===== src/rtl/hdmi_link_sequencer.sv =====
`timescale 1ns / 1ps
// HDMI link power-up / recovery sequencer.
// Holds the TMDS PLL in reset until a debounced hot-plug is seen, then releases
// the divider, the HDMI core and the TMDS drivers in order. It retries PLL lock
// a bounded number of times and restarts the chain whenever lock is lost.
module hdmi_link_sequencer #(
  parameter int unsigned PLL_RST_CYCLES     = 16,
  parameter int unsigned LOCK_TIMEOUT       = 27000,
  parameter int unsigned LOCK_STABLE_CYCLES = 256,
  parameter int unsigned DIV_DELAY_CYCLES   = 8,
  parameter int unsigned CORE_DELAY_CYCLES  = 8,
  parameter int unsigned HPD_DEBOUNCE       = 2700,
  parameter int unsigned MAX_RETRIES        = 3
) (
  input  logic       clk,
  input  logic       resetn,
  input  logic       pll_lock,
  input  logic       hpd,
  output logic       pll_reset,
  output logic       div_resetn,
  output logic       core_resetn,
  output logic       tmds_oe,
  output logic       link_up,
  output logic       fault,
  output logic [3:0] retry_count,
  output logic [2:0] state
);

  // Shared dwell counter is sized for the longest timed state.
  localparam int unsigned Max01 =
      (PLL_RST_CYCLES > LOCK_TIMEOUT) ? PLL_RST_CYCLES : LOCK_TIMEOUT;
  localparam int unsigned Max23 =
      (DIV_DELAY_CYCLES > CORE_DELAY_CYCLES) ? DIV_DELAY_CYCLES : CORE_DELAY_CYCLES;
  localparam int unsigned Max012 = (Max01 > LOCK_STABLE_CYCLES) ? Max01 : LOCK_STABLE_CYCLES;
  localparam int unsigned MaxCycles = (Max012 > Max23) ? Max012 : Max23;
  localparam int unsigned CntW = $clog2(MaxCycles + 1);
  localparam int unsigned DbW  = $clog2(HPD_DEBOUNCE + 1);

  // Terminal counts: a state with N cycles of dwell leaves when the counter reads N-1.
  localparam logic [CntW-1:0] PllRstLast  = CntW'(PLL_RST_CYCLES - 1);
  localparam logic [CntW-1:0] TimeoutLast = CntW'(LOCK_TIMEOUT - 1);
  localparam logic [CntW-1:0] StableLast  = CntW'(LOCK_STABLE_CYCLES - 1);
  localparam logic [CntW-1:0] DivLast     = CntW'(DIV_DELAY_CYCLES - 1);
  localparam logic [CntW-1:0] CoreLast    = CntW'(CORE_DELAY_CYCLES - 1);
  localparam logic [DbW-1:0]  DbLast      = DbW'(HPD_DEBOUNCE - 1);

  // A retry limit beyond the 4-bit counter range clamps to the saturation value.
  localparam logic [3:0] RetryLimit = (MAX_RETRIES > 15) ? 4'hf : 4'(MAX_RETRIES);

  typedef enum logic [2:0] {
    StIdle     = 3'd0,
    StPllRst   = 3'd1,
    StWaitLock = 3'd2,
    StStable   = 3'd3,
    StDivRel   = 3'd4,
    StCoreRel  = 3'd5,
    StRun      = 3'd6,
    StFault    = 3'd7
  } state_e;

  state_e          state_q, state_d;
  logic [CntW-1:0] cnt_q, cnt_d;
  logic [3:0]      retry_q, retry_d;

  logic            lock_meta_q, lock_s_q;
  logic            hpd_meta_q, hpd_s_q;
  logic            hpd_db_q;
  logic [DbW-1:0]  db_cnt_q;

  logic pll_reset_d, div_resetn_d, core_resetn_d, tmds_oe_d, link_up_d, fault_d;

  // Two-flop synchronizers for the asynchronous lock and hot-plug inputs.
  always_ff @(posedge clk) begin
    if (!resetn) begin
      lock_meta_q <= 1'b0;
      lock_s_q    <= 1'b0;
      hpd_meta_q  <= 1'b0;
      hpd_s_q     <= 1'b0;
    end else begin
      lock_meta_q <= pll_lock;
      lock_s_q    <= lock_meta_q;
      hpd_meta_q  <= hpd;
      hpd_s_q     <= hpd_meta_q;
    end
  end

  // Hot-plug debounce: adopt the synchronized level only after it has differed
  // from the current debounced level for HPD_DEBOUNCE consecutive cycles.
  always_ff @(posedge clk) begin
    if (!resetn) begin
      hpd_db_q <= 1'b0;
      db_cnt_q <= '0;
    end else if (hpd_s_q != hpd_db_q) begin
      if (db_cnt_q == DbLast) begin
        hpd_db_q <= hpd_s_q;
        db_cnt_q <= '0;
      end else begin
        db_cnt_q <= db_cnt_q + 1'b1;
      end
    end else begin
      db_cnt_q <= '0;
    end
  end

  // Next-state, retry bookkeeping and dwell counter.
  always_comb begin
    state_d = state_q;
    retry_d = retry_q;
    cnt_d   = '0;

    unique case (state_q)
      StIdle: begin
        if (hpd_db_q) state_d = StPllRst;
      end
      StPllRst: begin
        if (cnt_q == PllRstLast) state_d = StWaitLock;
      end
      StWaitLock: begin
        if (lock_s_q) begin
          state_d = StStable;
        end else if (cnt_q == TimeoutLast) begin
          if (retry_q == RetryLimit) begin
            state_d = StFault;
          end else begin
            state_d = StPllRst;
            if (retry_q != 4'hf) retry_d = retry_q + 4'd1;
          end
        end
      end
      StStable: begin
        // Any dropout restarts the lock wait; it is not charged as a retry.
        if (!lock_s_q)                state_d = StWaitLock;
        else if (cnt_q == StableLast) state_d = StDivRel;
      end
      StDivRel: begin
        if (!lock_s_q)             state_d = StPllRst;
        else if (cnt_q == DivLast) state_d = StCoreRel;
      end
      StCoreRel: begin
        if (!lock_s_q)              state_d = StPllRst;
        else if (cnt_q == CoreLast) state_d = StRun;
      end
      StRun: begin
        if (!lock_s_q) state_d = StPllRst;
      end
      StFault: begin
        // Parked until unplug; handled by the hot-plug override below.
      end
      default: state_d = StIdle;
    endcase

    // Unplug beats lock loss and counter expiry from every non-idle state.
    if (state_q != StIdle && !hpd_db_q) state_d = StIdle;

    // A new bring-up (idle) or a successful one (run) starts the retry tally over.
    if (state_d != state_q && (state_d == StIdle || state_d == StRun)) retry_d = '0;

    // Counter runs only in timed states and restarts on every transition.
    if (state_d == state_q) begin
      unique case (state_q)
        StPllRst, StWaitLock, StStable, StDivRel, StCoreRel: cnt_d = cnt_q + 1'b1;
        default:                                             cnt_d = '0;
      endcase
    end
  end

  // Output decode from the next state so outputs and state move on the same edge.
  always_comb begin
    pll_reset_d   = 1'b1;
    div_resetn_d  = 1'b0;
    core_resetn_d = 1'b0;
    tmds_oe_d     = 1'b0;
    link_up_d     = 1'b0;
    fault_d       = 1'b0;
    unique case (state_d)
      StIdle, StPllRst: begin
        pll_reset_d = 1'b1;
      end
      StWaitLock, StStable: begin
        pll_reset_d = 1'b0;
      end
      StDivRel: begin
        pll_reset_d  = 1'b0;
        div_resetn_d = 1'b1;
      end
      StCoreRel: begin
        pll_reset_d   = 1'b0;
        div_resetn_d  = 1'b1;
        core_resetn_d = 1'b1;
      end
      StRun: begin
        pll_reset_d   = 1'b0;
        div_resetn_d  = 1'b1;
        core_resetn_d = 1'b1;
        tmds_oe_d     = 1'b1;
        link_up_d     = 1'b1;
      end
      StFault: begin
        pll_reset_d = 1'b1;
        fault_d     = 1'b1;
      end
      default: begin
        pll_reset_d = 1'b1;
      end
    endcase
  end

  // State, counter, retry tally and registered outputs.
  always_ff @(posedge clk) begin
    if (!resetn) begin
      state_q     <= StIdle;
      cnt_q       <= '0;
      retry_q     <= '0;
      pll_reset   <= 1'b1;
      div_resetn  <= 1'b0;
      core_resetn <= 1'b0;
      tmds_oe     <= 1'b0;
      link_up     <= 1'b0;
      fault       <= 1'b0;
    end else begin
      state_q     <= state_d;
      cnt_q       <= cnt_d;
      retry_q     <= retry_d;
      pll_reset   <= pll_reset_d;
      div_resetn  <= div_resetn_d;
      core_resetn <= core_resetn_d;
      tmds_oe     <= tmds_oe_d;
      link_up     <= link_up_d;
      fault       <= fault_d;
    end
  end

  assign retry_count = retry_q;
  assign state       = state_q;

endmodule

===== config.mk =====
export PLATFORM = sky130hd
export DESIGN_NAME = hdmi_link_sequencer
export DESIGN_NICKNAME = d
export VERILOG_FILES = /design/src/rtl/hdmi_link_sequencer.sv
export SDC_FILE = /design/constraint.sdc
export NUM_CORES = 1
export LEC_CHECK = 0
export CORE_MARGIN = 2
export CORE_UTILIZATION = 40
export DETAILED_ROUTE_END_ITERATION = 6
export PLACE_DENSITY = 0.68
export SLEW_MARGIN = 5
export SYNTH_ARGS = -nofsm -noshare
export SYNTH_HDL_FRONTEND = slang
export SYNTH_SLANG_ARGS = --single-unit

===== constraint.sdc =====
create_clock -name clk -period 3.45 [get_ports clk]
set_input_delay 0.345 -clock clk [delete_from_list [all_inputs] [get_ports clk]]
set_output_delay 0.345 -clock clk [all_outputs]
set_load 0.05 [all_outputs]

After elaboration in Yosys (flattened, before gate mapping)
Index checks and enable logic that the tools add are counted.
Widths: inputs -> output; s select.
{"block": "word_totals", "word_cells": 80, "register_bits": 44, "inputBits": 4, "out_inout_bits": 13}
{"block": "op_classes", "n_addsub": 3, "reduce_logical": 17, "mux": 19, "bitwise_logic": 4, "n_eq_ne": 23}
{"op": "$mux 3", "count": 13}
{"op": "$eq 3x3->1 const B", "count": 7}
{"op": "$pmux 3 s7", "count": 1}
{"op": "$add 15x1->15 const B", "count": 1}
{"op": "$eq 15x15->1 const B", "count": 1}
{"op": "$eq 15x3->1 const B", "count": 1}
{"op": "$eq 15x4->1 const B", "count": 1}
{"op": "$eq 15x8->1 const B", "count": 1}
{"op": "$add 12x1->12 const B", "count": 1}
{"op": "$eq 12x12->1 const B", "count": 1}
{"op": "$eq 3x2->1 const B", "count": 4}
{"op": "$reduce_or 5->1", "count": 2}
{"op": "$reduce_or 3->1", "count": 3}
{"op": "$eq 3x1->1 const B", "count": 2}
{"op": "$logic_not 3->1", "count": 2}
{"op": "$reduce_and 5->1", "count": 1}
{"op": "$add 4x1->4 const B", "count": 1}
{"op": "$eq 4x2->1 const B", "count": 1}
{"op": "$mux 1", "count": 4}
{"op": "$ne 4x4->1 const B", "count": 1}
{"op": "$not 1->1", "count": 4}
{"op": "$reduce_or 2->1", "count": 2}
{"op": "$eq 3x3->1", "count": 1}
{"op": "$ne 3x3->1", "count": 1}
{"op": "8 further kinds", "count": 9}

Longest topological paths before layout
Gate-level depths: netlist of the first run.
{"block": "depth", "word_depth": 10, "depth_mapped": 10, "depth_no_buf": 8}

Worst setup path before layout of the first run
OpenSTA, ideal clock, no wires.
{"block": "synth_path", "kind": "register to register", "from": "register cnt_q[0]", "to": "register cnt_q[12]", "synth_period_minus_slack_ns": 2.890, "arrival_time_ns": 2.775, "stages_incl_launch_ff": 11, "setup_slack_ns": 0.560, "path_buffers": 2, "t_required_ns": 3.335, "setup_ns": 0.115, "cell_sequence": "dfxtp_1 ha_1 or4b_1 buf_2 or4_4 a2111o_1 o311a_2 a31o_1 o211ai_2 buf_6 nor2_1"}
{"block": "synth_between", "elab_chain_cells": 7, "word_cells_on_any_way": 18, "cone_classes": "1 x add/sub; 5 x eq/ne; 11 x mux; 1 x reduce/logical"}
{"element": "start, declared", "line_no": "62", "rtl": "logic [CntW-1:0] cnt_q, cnt_d;"}
{"element": "start signal, assigned", "line_no": "222", "rtl": "cnt_q <= cnt_d;"}
{"element": "$eq 15x3->1 (tied with other cells)", "line_no": "137, 141"}
{"element": "$mux 3 (on tied branches) (2 in series)"}
{"element": "$pmux 3 s7", "line_no": "111", "rtl": "unique case (state_q)"}
{"element": "$mux 3", "line_no": "153", "rtl": "if (state_q != StIdle && !hpd_db_q) state_d = StIdle;"}
{"element": "$eq 3x3->1", "line_no": "159", "rtl": "if (state_d == state_q) begin"}
{"element": "$reduce_and 3->1 (no source line)"}
Several ways; a longest one is shown, not always the timed one.
A chain may end at the register's enable or synchronous reset.

Final worst setup path of the first run
{"block": "layout_path", "from": "register cnt_q[0]", "to": "register retry_q[0], in the netlist retry_count[0]"}
{"block": "layout_between", "elab_chain_cells": 9, "word_cells_on_any_way": 22, "cone_classes": "6 x eq/ne; 11 x mux; 5 x reduce/logical"}
{"element": "$eq 15x3->1 (tied with other cells)", "line_no": "137, 141"}
{"element": "$mux 3 (on tied branches) (2 in series)"}
{"element": "$pmux 3 s7", "line_no": "111"}
{"element": "$mux 3", "line_no": "153"}
{"element": "$eq 3x3->1 / $logic_not 3->1 (equally long branches)", "line_no": "156", "rtl": "if (state_d != state_q && (state_d == StIdle || state_d == StRun)) retry_d = '0;"}
{"element": "$logic_or 1x1->1", "line_no": "156"}
{"element": "$logic_and 1x1->1", "line_no": "156"}
{"element": "$reduce_or 2->1 (no source line)"}
{"element": "end signal, assigned", "line_no": "223", "rtl": "retry_q <= retry_d;"}
{"element": "end, declared", "line_no": "63", "rtl": "logic [3:0] retry_q, retry_d;"}
Several ways; a longest one is shown, not always the timed one.

==> results of run 1 <==
cells in the final DEF (no fill, tap or decap), drive strengths merged, types with 3 or more instances in the layout:
cell | synthesis | layout
clkbuf | 6 | 6
xnor2 | 10 | 10
nand4 | 7 | 7
and3 | 4 | 4
xor2 | 15 | 15
nand2 | 18 | 18
ha | 3 | 3
nor2 | 42 | 42
nor3 | 7 | 7
nand2b | 6 | 6
or4 | 5 | 5
a21oi | 16 | 16
o21ai | 7 | 7
nand3 | 12 | 12
dfxtp | 44 | 44
inv | 8 | 8
and2 | 8 | 8
clkdlybuf4s50 | 0 | 16
mux2i | 3 | 3
critical path, stage by stage (launching register included):
cell and delay [ns]:
dfxtp_1 0.37, ha_1 0.21, or4b_1 0.58, or4_4 0.54, a2111o_1 0.41, o311a_2 0.15
a31o_1 0.21, o21ai_0 0.44, a21oi_1 0.13
per-layer routing:
| layer | vias up | wire [um] | track usage (%) | part of all wire [%] |
|---|---|---|---|---|
| li1 | 918 | - | - | - |
| met1 | 788 | 2029 | 18.66 | 51 |
| met2 | 23 | 1745 | 22.50 | 44 |
| met3 | 7 | 135 | 3.605 | 3.4 |
| met4 | 0 | 68 | 6.250 | 1.7 |
| met5 | - | 0 | 0 | 0 |
through the flow:
step	instance area, sq um	setup slack (ns)	hold WS, ns	std cells	utilization [%]
5_1_grt	2489	0.06676	0.4529	341	48.11
3_5_place_dp	2381	0.3403	0.4263	333	46.03
3_3_place_gp	2381	0.4056	0.4171	333	46.03
2_1_floorplan	2168	0.5604	0.4119	255	-
4_1_cts	2489	0.3121	0.4495	341	48.11
6_report	2489	0.2691	0.4411	341	48.11
state kept, by name (all words and copies together) (netlist names):
register and count:
fault 1, hpd_s_q 1, state 3, lock_meta_q 1
db_cnt_q 12, hpd_meta_q 1, retry_count 4, hpd_db_q 1
div_resetn 1, pll_reset 1, cnt_q 15, lock_s_q 1
core_resetn 1, link_up 1
power groups by stage:
stage                     combinational (uW)  clock, uW  sequential, uW
final                                   12.8        375             512
after global routing                    14.1        413             513
after CTS                               12.7        391             512
after detailed placement                12.6          0             524
after global placement                  12.6          0             524
after floorplan                         8.65          0             523
Yosys cell counts (2+ instances only):
cell | number | area, sq um
inv_1 | 8 | 30.03
xor2_1 | 15 | 131.4
clkbuf_1 | 6 | 22.52
nand2_1 | 18 | 67.56
and3_1 | 4 | 25.02
nor2_1 | 42 | 157.7
or4_1 | 4 | 30.03
or3_1 | 2 | 12.51
nand2b_1 | 6 | 37.54
o21ai_0 | 7 | 35.03
dfxtp_1 | 44 | 880.8
nor3_1 | 7 | 35.03
xnor2_1 | 10 | 87.58
nand4_1 | 7 | 43.79
a21oi_1 | 16 | 80.08
mux2i_1 | 3 | 30.03
nand3_1 | 12 | 60.06
and2_1 | 8 | 50.05
or2_2 | 2 | 12.51
ha_1 | 3 | 37.54
worst paths after layout:
| check | start | end | slack, ns |
|---|---|---|---|
| setup / recovery | cnt_q[0] | retry_count[0] | 0.27 |
| setup reg to reg | cnt_q[0] | retry_count[0] | 0.27 |
| hold reg to reg | lock_meta_q | lock_s_q | 0.44 |
| hold / removal | lock_meta_q | lock_s_q | 0.44 |
layout make-up:
cell class | instances | area (sq um)
fillers | 483 | 2684
multi-input cells | 193 | 1207
repair buffers | 18 | 175.2
inverters | 8 | 30.03
clock buffers | 6 | 72.57
flip-flops and latches | 44 | 880.8
clock inverters | 2 | 35.03
well taps | 70 | 87.58
kinds of logic (layout without fill, tap and decap cells):
| logic type | after synthesis | count (layout) |
|---|---|---|
| flops | 44 | 44 |
| fa+ha+maj | 4 | 4 |
| simple gates | 122 | 122 |
| buf+inv | 18 | 34 |
| mux | 3 | 3 |
| compound gates | 39 | 39 |
| xor+xnor | 25 | 25 |
==> flow_summary.json, run 1 <==
{
  "status": "complete, no violations",
  "cts_tree": "done",
  "dieWidth_um": 77.63,
  "ctsResizeCount": 0,
  "synth_seq_cells": 44,
  "ios": 17,
  "slew_headroom_pct": 63.30,
  "cts_sinks": 44,
  "p_sw_share_pct": 18.87,
  "synth-xor-area-share_pct": 10.10,
  "ys.flop_type": "dfxtp_1",
  "worst-slew-pin-transition_ns": 0.5454,
  "yosys.area_share.simple_pct": 28.56,
  "post_cts_buffers": 0,
  "hp-class": "reg -> reg",
  "vias": 1736,
  "grt_max_degree": 17,
  "clk_path_buf_depth": 2,
  "syn_inst": 255,
  "async_flop_share_pct": 0,
  "wl_um": 3980,
  "fin_crit_sh_pct": 92.20,
  "synth-compound-area-share_pct": 13.44,
  "netSwitchingPower_uw": 169.9,
  "pwr-share-seq_pct": 56.9,
  "cp.arrival_ns": 3.33,
  "rsz0062_at_grt": "false",
  "drtPass1Iterations": 4,
  "internal-power_uw": 730.4,
  "num-nets-final": 277,
  "place_hpwl_um": 2902,
  "yosys_warnings": 0,
  "h-tree-depth": 2,
  "setup_viol": 0,
  "period_needed_ns": 3.181,
  "root_buffer": "clkbuf_8",
  "syn_to_final_growth_pct": 14.77,
  "synth_fa_ha_area_share_pct": 2.193,
  "finalHoldViolCount": 0,
  "min_path_cells": 1,
  "reg2reg_depth": 8,
  "routedWlPerCell_um": 11.67,
  "required_ns": 3.60,
  "dieArea_sq_um": 6026,
  "vias_per_cell": 5.091,
  "cts_buffers": 5,
  "peakVddDrop_mv": 0.1406,
  "cp-start-kind": "register",
  "synth_edf_count": 0,
  "report.final.slew_viol_count": 0,
  "clk_pin_slew_ns": 0.08,
  "fmax_mhz": 314.4,
  "clk_latency_ns": 0.29,
  "port_buffers": 16,
  "drive_gt1_share_pct": 5.904,
  "grt_overflow": 0,
  "grt_antenna_before_repair": 0,
  "floorplan.initialDensity_pct": 41.92,
  "synth_top_family_by_area": "simple AND/OR/NAND/NOR gates",
  "grt_pass1_wl_um": 7086,
  "core-area_sq_um": 5172,
  "powerDensity_nw_per_um2": 361.8,
  "drtIter0Drc": 106,
  "syn_area_per_cell_sq_um": 8.503,
  "antenna_cells": 0,
  "cp_max_fo": 7,
  "grt_pass1_vias": 1621,
  "max-cap-violations": 0,
  "syn_area_sq_um": 2168,
  "path_class": "reg -> reg",
  "synthesis.nets": 262,
  "ctsHoldBuffers": 0,
  "synth.distinct_cells": 51,
  "fin_skew_ns": 0.005437,
  "grtUsageTotal_pct": 14.36,
  "p_clk_share_pct": 41.7,
  "leakage_uw": 0.0008030,
  "crit_path_end_kind": "register",
  "total_power_uw": 900.3,
  "num_rows": 26,
  "die_y_um": 77.63,
  "gp_congestion": 0.8600,
  "combinationalPowerShare_pct": 1.4,
  "drc": 0,
  "yosysSeqAreaShare_pct": 40.62,
  "synth.area.mux_share_pct": 1.385,
  "ant_nets": 0,
  "final.setup.tns_ns": 0
}
No activity file was read; power rests on OpenSTA's default activity.
==> run 2, diff against run 1 <==
--- a/config.mk
+++ b/config.mk
@@ -5,10 +5,12 @@
 export SDC_FILE = /design/constraint.sdc
 export NUM_CORES = 1
 export LEC_CHECK = 0
+export ABC_CLOCK_PERIOD_IN_PS = 3450
 export CORE_MARGIN = 2
 export CORE_UTILIZATION = 40
 export DETAILED_ROUTE_END_ITERATION = 6
 export PLACE_DENSITY = 0.68
+export SKIP_LAST_GASP = 1
 export SLEW_MARGIN = 5
 export SYNTH_ARGS = -nofsm -noshare
 export SYNTH_HDL_FRONTEND = slang
==> results of run 2 <==
The final DEF is identical to that of run 1; final timing and power are the same.
==> run 3, diff against run 2 <==
--- a/config.mk
+++ b/config.mk
@@ -7,9 +7,9 @@
 export LEC_CHECK = 0
 export ABC_CLOCK_PERIOD_IN_PS = 3450
 export CORE_MARGIN = 2
-export CORE_UTILIZATION = 40
+export CORE_UTILIZATION = 57
 export DETAILED_ROUTE_END_ITERATION = 6
-export PLACE_DENSITY = 0.68
+export PLACE_DENSITY = 0.88
 export SKIP_LAST_GASP = 1
 export SLEW_MARGIN = 5
 export SYNTH_ARGS = -nofsm -noshare
==> run 3 against run 2 <==
Against the previous run: final area down 0.75%; cell count down 6.5%; sequential share of layout area up 0.27 points; non-clock buffer count unchanged; critical endpoint is now retry_count[3]; largest power group unchanged.
==> flow_summary.json, run 3 (same netlist as run 1, synthesis figures left out) <==
{
  "routed.top_layer": "met4",
  "cp-start-kind": "register",
  "layout_common_cells": "dfxtp_1 (44), nor2_1 (42), nand2_1 (18)",
  "grt_pass1_vias": 1698,
  "routedWlPerCell_um": 13.50,
  "vias_per_cell": 5.746,
  "min_from": "lock_meta_q",
  "period_needed_ns": 3.148,
  "fin_crit_sh_pct": 91.24,
  "vias": 1833,
  "crit_path_end_kind": "register",
  "drtPass1Iterations": 4,
  "crit_family": "compound AO/OA/AOI/OAI gates",
  "cts_sinks": 44,
  "gp_congestion": 0.8797,
  "report.final.slew_viol_count": 0,
  "drtIter0Drc": 109,
  "grt_max_degree": 17,
  "slew_headroom_pct": 62.39,
  "leakage_uw": 0.0008061,
  "die_y_um": 65.68,
  "final_common_cell": "dfxtp_1",
  "drive_gt1_share_pct": 6.273,
  "rsz0062_at_grt": "false",
  "cts_tree": "done",
  "fmax_mhz": 317.7,
  "required_ns": 3.62,
  "cts_buffers": 5,
  "grt_pass1_wl_um": 7389,
  "met3_length_um": 211,
  "dieArea_sq_um": 4313,
  "clk_latency_ns": 0.30,
  "powerDensity_nw_per_um2": 374.4,
  "syn_to_final_growth_pct": 13.91,
  "ios": 17,
  "root_buffer": "clkbuf_8",
  "num_rows": 22,
  "met2_length_um": 2096,
  "status": "complete, no violations",
  "drc": 0,
  "final.setup.tns_ns": 0,
  "grt_overflow": 0,
  "floorplan.initialDensity_pct": 59.23,
  "fin_skew_ns": 0.009156,
  "final_cells": 319,
  "ctsHoldBuffers": 0,
  "ant_nets": 0,
  "setup_ws_ns": 0.3023,
  "r2r-start": "cnt_q[0]",
  "m1WireLength_um": 1934,
  "fillers": 298,
  "ctsResizeCount": 0,
  "core-area_sq_um": 3661,
  "startpoint": "cnt_q[0]",
  "cp.arrival_ns": 3.32,
  "post_cts_buffers": 0,
  "multiInputGateArea_sq_um": 1207,
  "wl_um": 4308,
  "post-place-ws_ns": 0.3534,
  "dp_cells": 311,
  "antenna_cells": 0,
  "grt_antenna_before_repair": 0,
  "finalHoldViolCount": 0,
  "seqCellArea_sq_um": 880.8,
  "cp_max_fo": 7,
  "max-cap-violations": 0,
  "peakVddDrop_mv": 0.3489,
  "path_cells": "ha_1 -> or4b_1 -> or4_4 -> a2111o_1 -> o311a_2 -> a31o_1 -> o21ai_0 -> a21oi_1",
  "place_hpwl_um": 3095,
  "cp_num_buf_inv": 0,
  "grtUsageTotal_pct": 22.12,
  "dieWidth_um": 65.68,
  "port_buffers": 16,
  "worst-slew-pin-transition_ns": 0.5590,
  "clk_pin_slew_ns": 0.09,
  "h-tree-depth": 2,
  "path_class": "reg -> reg",
  "hp-class": "reg -> reg",
  "critical-path-max-stage-delay_ns": 0.58,
  "num-nets-final": 277,
  "setup_viol": 0,
  "crit_slowest_cell": "or4b_1",
  "regMostFlops": "cnt_q",
  "largest_reg_flops": 15,
  "clk_path_buf_depth": 2
}
==> run 3: changes by cell type in the layout (fill, tap and decap cells not counted) <==
cell | previous run | this run
clkinv_4 | 0 | 2
clkbuf_1 | 1 | 0
clkinv_2 | 1 | 0
==> run 3: metrics by stage <==
step | instance area, sq um | power, uW | util [%] | hold slack (ns)
2_1_floorplan | 2168 | 531.3 | - | 0.4119
3_3_place_gp | 2354 | 536.3 | 64.29 | 0.4227
3_5_place_dp | 2354 | 536.5 | 64.29 | 0.4236
4_1_cts | 2470 | 929.6 | 67.46 | 0.4514
5_1_grt | 2470 | 954.1 | 67.46 | 0.4746
6_report | 2470 | 924.8 | 67.46 | 0.4442
==> run 3: layout make-up <==
class | count | area share [%]
clock inverter | 3 | 1.925
tap | 48 | 2.432
multi-input combinational | 193 | 48.89
clock buffer | 5 | 2.786
timing repair buffer | 18 | 7.092
inverter | 8 | 1.216
sequential | 44 | 35.66
==> run 3: worst reg2reg max path, stage by stage, from the launching register on <==
cell and delay (ns):
dfxtp_1 0.38, ha_1 0.21, or4b_1 0.58, or4_4 0.54, a2111o_1 0.42, o311a_2 0.15
a31o_1 0.21, o21ai_0 0.40, a21oi_1 0.13
==> run 3: per-layer routing <==
layer,vias to the layer above,GRT usage (%)
met2,48,38.26
met3,6,4.623
met1,856,26.99
li1,923,-
met5,-,0
met4,0,7.813
==> run 3: worst paths after layout <==
path	cells past startpoint	to	slack (ns)
setup / recovery	8	retry_count[3]	0.30
hold / removal	1	lock_s_q	0.44
setup reg to reg	8	retry_count[3]	0.30
hold reg to reg	1	lock_s_q	0.44
==> run 3: power by group <==
part,switching (uW),internal (uW),total (uW)
Combinational,6.60,5.88,12.5
Clock,182,218,400
Sequential,2.39,510,512
Total,191,734,925
